File: src/rtl/rv_muldiv_gen.sv
// RISC-V M-extension multiply/divide unit; build option RV_MULDIV_DIVZ_FAST_EN.
// Multiply: MUL_LAT-cycle pipeline, never stalls. Divide: XLEN/DIV_BITS+1 cycles issue-to-cmpl.
// Divide issues only when idle with rdy=1; ops offered while busy are dropped and the core stalls.
package rv_muldiv_pkg;
  typedef enum logic [3:0] {
    ALU_NOP    = 4'd0,
    ALU_MUL    = 4'd1,
    ALU_MULH   = 4'd2,
    ALU_MULHSU = 4'd3,
    ALU_MULHU  = 4'd4,
    ALU_DIV    = 4'd5,
    ALU_DIVU   = 4'd6,
    ALU_REM    = 4'd7,
    ALU_REMU   = 4'd8
  } alu_t;
endpackage

module rv_muldiv_gen
  import rv_muldiv_pkg::*;
#(
  parameter int XLEN     = 32,
  parameter int DIV_BITS = 2,
  parameter int MUL_LAT  = 1
) (
  input  logic            clk,
  input  logic            xreset,
  input  logic            rdy,
  input  alu_t            alu,
  input  logic [XLEN-1:0] rrd1,
  input  logic [XLEN-1:0] rrd2,
  output logic [XLEN-1:0] rwdat,
  output logic [XLEN-1:0] rwdatx,
  output logic            cmpl,
  output logic            mulop,
  output logic            busy
);
  localparam int NITER = XLEN / DIV_BITS;
  localparam int CW    = $clog2(NITER + 1);
  localparam logic [XLEN-1:0] SMIN = {1'b1, {(XLEN-1){1'b0}}};

  // ---------------- multiply ----------------
  logic                  ma_sgn, mb_sgn;
  logic [2*XLEN-1:0]     ma, mb, prod;
  logic [XLEN-1:0]       mres;
  logic [XLEN-1:0]       mpipe [MUL_LAT];

  assign mulop = (alu == ALU_MUL) || (alu == ALU_MULH) || (alu == ALU_MULHSU) || (alu == ALU_MULHU);

  // Low 2*XLEN bits of the (XLEN+1)x(XLEN+1) signed product are exact for every variant.
  always_comb begin
    ma_sgn = ((alu == ALU_MULH) || (alu == ALU_MULHSU)) && rrd1[XLEN-1];
    mb_sgn = (alu == ALU_MULH) && rrd2[XLEN-1];
    ma     = {{XLEN{ma_sgn}}, rrd1};
    mb     = {{XLEN{mb_sgn}}, rrd2};
    prod   = ma * mb;
    case (alu)
      ALU_MUL:                         mres = prod[XLEN-1:0];
      ALU_MULH, ALU_MULHSU, ALU_MULHU: mres = prod[2*XLEN-1:XLEN];
      default:                         mres = '0;
    endcase
  end

  always_ff @(posedge clk) begin
    if (!xreset) begin
      for (int i = 0; i < MUL_LAT; i++) mpipe[i] <= '0;
    end else begin
      mpipe[0] <= mres;
      for (int i = 1; i < MUL_LAT; i++) mpipe[i] <= mpipe[i-1];
    end
  end

  assign rwdatx = mpipe[MUL_LAT-1];

  // ---------------- divide ----------------
  typedef enum logic [1:0] {S_IDLE, S_CALC, S_DONE} state_t;
  state_t state, state_n;

  logic [2*XLEN-1:0] rem_q, dv_q, rem_n, dv_n;
  logic [XLEN-1:0]   quo_q, quo_n, a_abs, b_abs, q_fin, r_fin, res_calc, res_fast;
  logic [CW-1:0]     cnt_q;
  logic              qneg_q, rneg_q, isrem_q, divz_q, ovf_q;
  logic              div_req, is_signed, is_rem_in, a_neg, b_neg, divz_in, ovf_in, fast_hit;

  always_comb begin
    div_req   = rdy && ((alu == ALU_DIV) || (alu == ALU_DIVU) || (alu == ALU_REM) || (alu == ALU_REMU));
    is_signed = (alu == ALU_DIV) || (alu == ALU_REM);
    is_rem_in = (alu == ALU_REM) || (alu == ALU_REMU);
    a_neg     = is_signed && rrd1[XLEN-1];
    b_neg     = is_signed && rrd2[XLEN-1];
    a_abs     = a_neg ? -rrd1 : rrd1;
    b_abs     = b_neg ? -rrd2 : rrd2;
    divz_in   = (rrd2 == '0);
    ovf_in    = is_signed && (rrd1 == SMIN) && (rrd2 == '1);
    res_fast  = is_rem_in ? (divz_in ? rrd1 : '0) : (divz_in ? '1 : SMIN);
`ifdef RV_MULDIV_DIVZ_FAST_EN
    fast_hit  = divz_in || ovf_in;
`else
    fast_hit  = 1'b0;
`endif
  end

  // DIV_BITS restoring steps: divisor walks right from b<<(XLEN-1) down to b.
  always_comb begin
    rem_n = rem_q;
    dv_n  = dv_q;
    quo_n = quo_q;
    for (int i = 0; i < DIV_BITS; i++) begin
      dv_n = dv_n >> 1;
      if (rem_n >= dv_n) begin
        rem_n = rem_n - dv_n;
        quo_n = {quo_n[XLEN-2:0], 1'b1};
      end else begin
        quo_n = {quo_n[XLEN-2:0], 1'b0};
      end
    end
  end

  always_comb begin
    q_fin = qneg_q ? -quo_n : quo_n;
    r_fin = rneg_q ? -rem_n[XLEN-1:0] : rem_n[XLEN-1:0];
    if (divz_q) q_fin = '1;
    if (ovf_q) begin
      q_fin = SMIN;
      r_fin = '0;
    end
    res_calc = isrem_q ? r_fin : q_fin;
  end

  always_comb begin
    state_n = state;
    case (state)
      S_IDLE:  if (div_req) state_n = fast_hit ? S_DONE : S_CALC;
      S_CALC:  if (cnt_q == CW'(1)) state_n = S_DONE;
      S_DONE:  state_n = S_IDLE;
      default: state_n = S_IDLE;
    endcase
  end

  always_ff @(posedge clk) begin
    if (!xreset) begin
      state   <= S_IDLE;
      rwdat   <= '0;
      rem_q   <= '0;
      dv_q    <= '0;
      quo_q   <= '0;
      cnt_q   <= '0;
      qneg_q  <= 1'b0;
      rneg_q  <= 1'b0;
      isrem_q <= 1'b0;
      divz_q  <= 1'b0;
      ovf_q   <= 1'b0;
    end else begin
      state <= state_n;
      if (state == S_IDLE && div_req) begin
        rem_q   <= {{XLEN{1'b0}}, a_abs};
        dv_q    <= {b_abs, {XLEN{1'b0}}};
        quo_q   <= '0;
        cnt_q   <= CW'(NITER);
        qneg_q  <= a_neg ^ b_neg;
        rneg_q  <= a_neg;
        isrem_q <= is_rem_in;
        divz_q  <= divz_in;
        ovf_q   <= ovf_in;
        if (fast_hit) rwdat <= res_fast;
      end else if (state == S_CALC) begin
        rem_q <= rem_n;
        dv_q  <= dv_n;
        quo_q <= quo_n;
        cnt_q <= cnt_q - CW'(1);
        if (cnt_q == CW'(1)) rwdat <= res_calc;
      end
    end
  end

  assign cmpl = (state == S_DONE);
  assign busy = (state != S_IDLE);

endmodule

File: config.mk
export PLATFORM = sky130hd
export DESIGN_NAME = rv_muldiv_gen
export DESIGN_NICKNAME = d
export VERILOG_FILES = /design/src/rtl/rv_muldiv_gen.sv
export SDC_FILE = /design/constraint.sdc
export NUM_CORES = 2
export LEC_CHECK = 0
export ABC_AREA = 1
export CORE_ASPECT_RATIO = 1.75
export CORE_MARGIN = 10
export CORE_UTILIZATION = 32
export CTS_CLUSTER_SIZE = 12
export DETAILED_ROUTE_END_ITERATION = 16
export PLACE_DENSITY = 0.56
export SLEW_MARGIN = 20
export SYNTH_ARGS = -nofsm -noshare
export SYNTH_HDL_FRONTEND = slang
export SYNTH_SLANG_ARGS = --single-unit
File: constraint.sdc
create_clock -name clk -period 30.2 [get_ports clk]
set_clock_uncertainty 0.2 [all_clocks]
set_input_delay 6.04 -clock clk [delete_from_list [all_inputs] [get_ports clk]]
set_output_delay 6.04 -clock clk [all_outputs]
set_load 0.1 [all_outputs]
-- Yosys cells after proc, flatten, opt, wreduce, memory -nomap -nowiden
Memories as Yosys holds them, arrays and structs flattened.
Index checks and enable logic that the tools add are counted.
- add/sub/neg operators: 7
- multiply operators: 1
- $lt $le $gt $ge: 2
- equality and inequality tests: 15
- mux-type cells: 26
- bitwise operators: 3
- reductions and logical operators: 26
- operators by type and width (kind ; count):
    $mux W32 ; 11
    $mux W64 ; 4
    $neg A32 Y32 ; 4
    $eq A32 B32 Y1 const B ; 2
    $ge A64 B62 Y1 ; 1
    $ge A64 B63 Y1 ; 1
    $mul A33 B33 Y64 ; 1
    $pmux W32 S2 ; 1
    $sub A64 B62 Y64 ; 1
    $sub A64 B63 Y64 ; 1
    $logic_not A32 Y1 ; 1
    $reduce_or A32 Y1 ; 1
    $eq A4 B3 Y1 const B ; 4
    $mux W5 ; 2
    $logic_or A1 B1 Y1 ; 9
    $eq A4 B2 Y1 const B ; 2
    $logic_and A1 B1 Y1 ; 8
    $eq A5 B1 Y1 const B ; 1
    $mux W1 ; 5
    $sub A5 B1 Y5 const B ; 1
    $eq A4 B1 Y1 const B ; 1
    $eq A4 B4 Y1 const B ; 1
    $mux W2 ; 2
    $ne A2 B2 Y1 const B ; 2
    other kinds (11) ; 13
- register bits: 202
- memory bits (writable): 32
- bits of input ports: 71
- word-level logic and storage cells: 95
- memories kept: 1
- memories (memory ; depth ; width ; read ports ; clocked after memory_dff ; wr ports ; RTL line ; RTL):
    mpipe ; 1 ; 32 ; 1 ; 0 ; 1 ; 45 ; logic [XLEN-1:0] mpipe [MUL_LAT];

-- Longest topological paths before layout
- depth in word-level cells: 9
- gate-level depth with buffers: 58
- depth with buffers taken out: 53

-- Least setup slack after synthesis
Ideal clock, no wire load.
- kind: input -> register
- start point: input alu[3]
- end point: memory mpipe[0][27]
- arrival time: 13.709 ns
- path slack: 16.159 ns
- stages: 31
- buffers on the path: 2
- cells stage by stage: nor2_1 -> inv_1 -> nor2_1 -> inv_1 -> clkbuf_1 -> buf_1 -> nor2_1 -> fa_1 -> inv_1 -> fa_1 -> inv_1 -> fa_1 -> inv_1 -> fa_1 -> inv_1 -> fa_1 -> fa_1 -> fa_1 -> inv_1 -> fa_1 -> inv_1 -> ha_1 -> a21oi_1 -> inv_1 -> a31oi_1 -> o221ai_1 -> a31o_2 -> a41o_1 -> or2_2 -> nand3_1 -> a21oi_1
- word-level cells in the longest chain between the ends: 6
- elaborated cells between the ends (all ways): 11
- ends and longest elaborated chain (what ; RTL line ; RTL):
    start, declared ; 28 ; input alu_t alu,
    $eq A4 B2 Y1, on equally long branches ; 51, 52, 56 ;
    $logic_or A1 B1 Y1 ; 51 ; ma_sgn = ((alu == ALU_MULH) || (alu == ALU_MULHSU)) && rrd1[XLEN-1];
    $logic_and A1 B1 Y1 ; 51 ;
    $mul A33 B33 Y64 ; 55 ; prod = ma * mb;
    $pmux W32 S2 (*) ; 56 ; case (alu)
    $mux W32 (no source line) (*) ; - ;
    end, declared ; 45 ;
Mark *: on every way between the ends. The rest lies on a longest branch, timed or not.

-- Final worst setup path
- start point: input alu[3]
- end point: output mulop
- word-level cells in the longest chain between the ends: 4
- elaborated cells between the ends (all ways): 7
- ends and longest elaborated chain (what ; RTL line ; RTL):
    $eq A4 B1 Y1 or $eq A4 B2 Y1 (tied branches) ; 47 ; assign mulop = (alu == ALU_MUL) || (alu == ALU_MULH) || (alu == ALU_MULHSU) || (alu == ALU_MULHU);
    $logic_or A1 B1 Y1 (2 in a row) ; 47 ;
    $logic_or A1 B1 Y1 (*) ; 47 ;
    end, declared ; 34 ; output logic mulop,
Marks and branches as above.

==> results.yml <==
floorplan:
  die_h_um: 594
  fp.dieW_um: 348
  num_rows: 210
  dieArea_um2: 206000
  core_um2: 187000
  start_util_pct: 32.2
  io_pins: 138
drt:
  maxUsedRoutingLayer: "met5"
  route.detailed.drc: 0
  routed_via_density: 5.10
  firstDrtPassIters: 6
  wl_mm: 259
  ant_nets: 0
  dr_wl_met3_mm: 13.0
  drtIter0Drc: 3428
  route.vias.total: 54800
  wl_per_cell_um: 24.1
  wl_met2_mm: 136
  wl_met1_mm: 81.6
logic_synthesis:
  yosys.area.top_type: "fa_1"
  ys_seq_area_share_pct: 7.75
  netlist.area_leader.share_pct: 37.5
  synthCells: 8375
  yosysWarningCount: 0
  synth_common_cells: "2241 x nand2_1, 2010 x inv_1, 1127 x fa_1, 458 x a21oi_1, 457 x nor2_1"
  ys.flop_type: "dfxtp_1"
  synth_edf_count: 0
  async_flop_share_pct: 0
  yosysMostFrequentCell: "nand2_1"
  yosys-top-cells-area: "fa_1 37%, nand2_1 14%, inv_1 13%"
  synth-seq-cells: 233
  syn_avg_cell_area_um2: 7.19
  syn-cell-area_um2: 60200
  syn-num-nets: 9917
  synth_cell_types: 65
cts:
  cts_resized: 0
  cts_made_buffers: 31
  cts_root_buf: "clkbuf_16"
  cts_setup_buffers: 0
  cts.sinks: 233
  htreeDepth: 1
  ctsHoldBuffers: 0
  clk_pin_slew_ns: 0.07
  clock_latency_ns: 0.68
  cts_buffer_depth: 3
  cts_tree: "yes"
placement:
  placedCellCount: 10700
  place.gp.congestion: 0.997
  port_buffers: 137
  hpwl_mm: 209
cells_and_area:
  area_growth_pct: 7.64
  drive_gt1_share_pct: 4.43
  layout.cells.non_filler: 10700
  final_nets: 9808
sta:
  hold_viol_final: 0
  fin_crit_ns: 16.45
  fmax_ghz: 0.0608
  tns_ns: 0
  timing.hold.ws_ns: 0.266
  setup_viol_count_final: 0
  rsz0062_at_grt: "false"
  fin_crit_sh_pct: 54.5
  drv_slew: 0
  max_slew.worst_pin.slew_ns: 1.28
  slew_headroom_pct: 13.7
setup_path:
  end_kind: "primary output"
  worstPathCellList: "clkdlybuf4s50_1 -> nor2_1 -> inv_1 -> nor2_1 -> inv_1 -> nand2_1 -> buf_4 -> inv_1 -> nand2_1 -> clkdlybuf4s50_1"
  crit_family: "buffers and inverters"
  startpoint_type: "primary input"
  critPathMostFrequentCell: "inv_1"
  worstPathRequired_ns: 23.96
  worstPathArrival_ns: 10.21
  slowest_delay_ns: 1.19
  crit_type: "in2out"
  timing.critical_path.buf_inv: 6
  worstPathMaxFanout: 26
  cp_slowest_cell: "clkdlybuf4s50_1"
global_route:
  grt_max_degree: 66
  track_usage_pct: 25.0
  grt_pass1_wl_mm: 384
  antenna_found_initial: 26
  grt_pass1_vias: 60200
  grt-ovfl-total: 0
job:
  drv_cap: 0
min_path:
  min_path_type: "reg2reg"
run_status:
  status: "finished, final reports clean"
[worst paths after layout]
| check | cells past startpoint | slack (ns) | to | from |
|---|---|---|---|---|
| setup / recovery | 10 | 13.75 | mulop | alu[3] |
| hold / removal | 2 | 0.27 | rwdat[21] | rwdat[21] |
| setup reg to reg | 44 | 19.54 | rwdat[30] | dv_q[27] |
| hold reg to reg | 2 | 0.27 | rwdat[21] | rwdat[21] |
[sequential cells by signal, summed over array words and instances (netlist names)]
name and cells:
rem_q 64, dv_q 63, mpipe 32, rwdat 32
quo_q 30, cnt_q 5, state 2, divz_q 1
isrem_q 1, ovf_q 1, qneg_q 1, rneg_q 1
[cell type report]
type                            count  area (µm²)
Sequential cell                   233        4660
Clock buffer                       38         852
Clock inverter                     20         344
Inverter                         2028        7620
Fill cell                       20200      122000
Antenna cell                       11        27.5
Tap cell                         2438        3050
Multi-Input combinational cell   5738       46400
Timing Repair Buffer              234        1790
[worst register-to-register path: cells and delay by family, from the launching register on]
kind | cells | cell delay (ns)
AND/OR/NAND/NOR | 33 | 6.62
buffers and inverters | 3 | 1.10
adder cells (fa/ha/maj) | 3 | 1.02
flip-flops | 1 | 0.60
AO/OA/AOI/OAI | 5 | 1.07
[kinds of logic after synthesis]
logic type      Yosys count  share of synthesized area, %
simple gates           3132                          21.1
buf+inv                2404                          15.2
fa+ha+maj              1471                          44.6
compound gates          984                          9.14
flops                   233                          7.75
xor+xnor                151                          2.20
[per-layer routing]
metal | track usage, % | vias to the layer above
met5 | 0 | -
met4 | 21.8 | 4
met3 | 3.24 | 971
met2 | 47.1 | 1952
met1 | 23.4 | 27200
li1 | - | 24600
[layout by cell type (no fill, tap or decap), types with 21 or more instances in the layout]
master,count
buf_2,60
nand2_1,2241
o21ai_1,21
dfxtp_1,233
o211ai_1,24
a21oi_1,458
nand3_1,189
nand2_2,22
clkdlybuf4s50_1,75
nor2_1,453
fa_1,1127
nand4_1,44
nor3_1,49
clkbuf_16,31
a31oi_1,101
buf_4,99
or2_2,64
inv_1,2010
xor2_1,89
ha_1,344
o21ai_0,241
xnor2_1,62
[through the flow]
stage / setup WS (ns) / util [%] / cell area, µm²
after floorplan: 16.16 / - / 60200
after global placement: 13.46 / 34.0 / 63500
after detailed placement: 13.25 / 34.0 / 63600
after CTS: 13.78 / 34.6 / 64800
after global routing: 13.30 / 34.6 / 64800
final: 13.75 / 34.6 / 64800
Power is not shown: default switching activity piles up to over one toggle a cycle in this logic, so the estimate is an artifact.
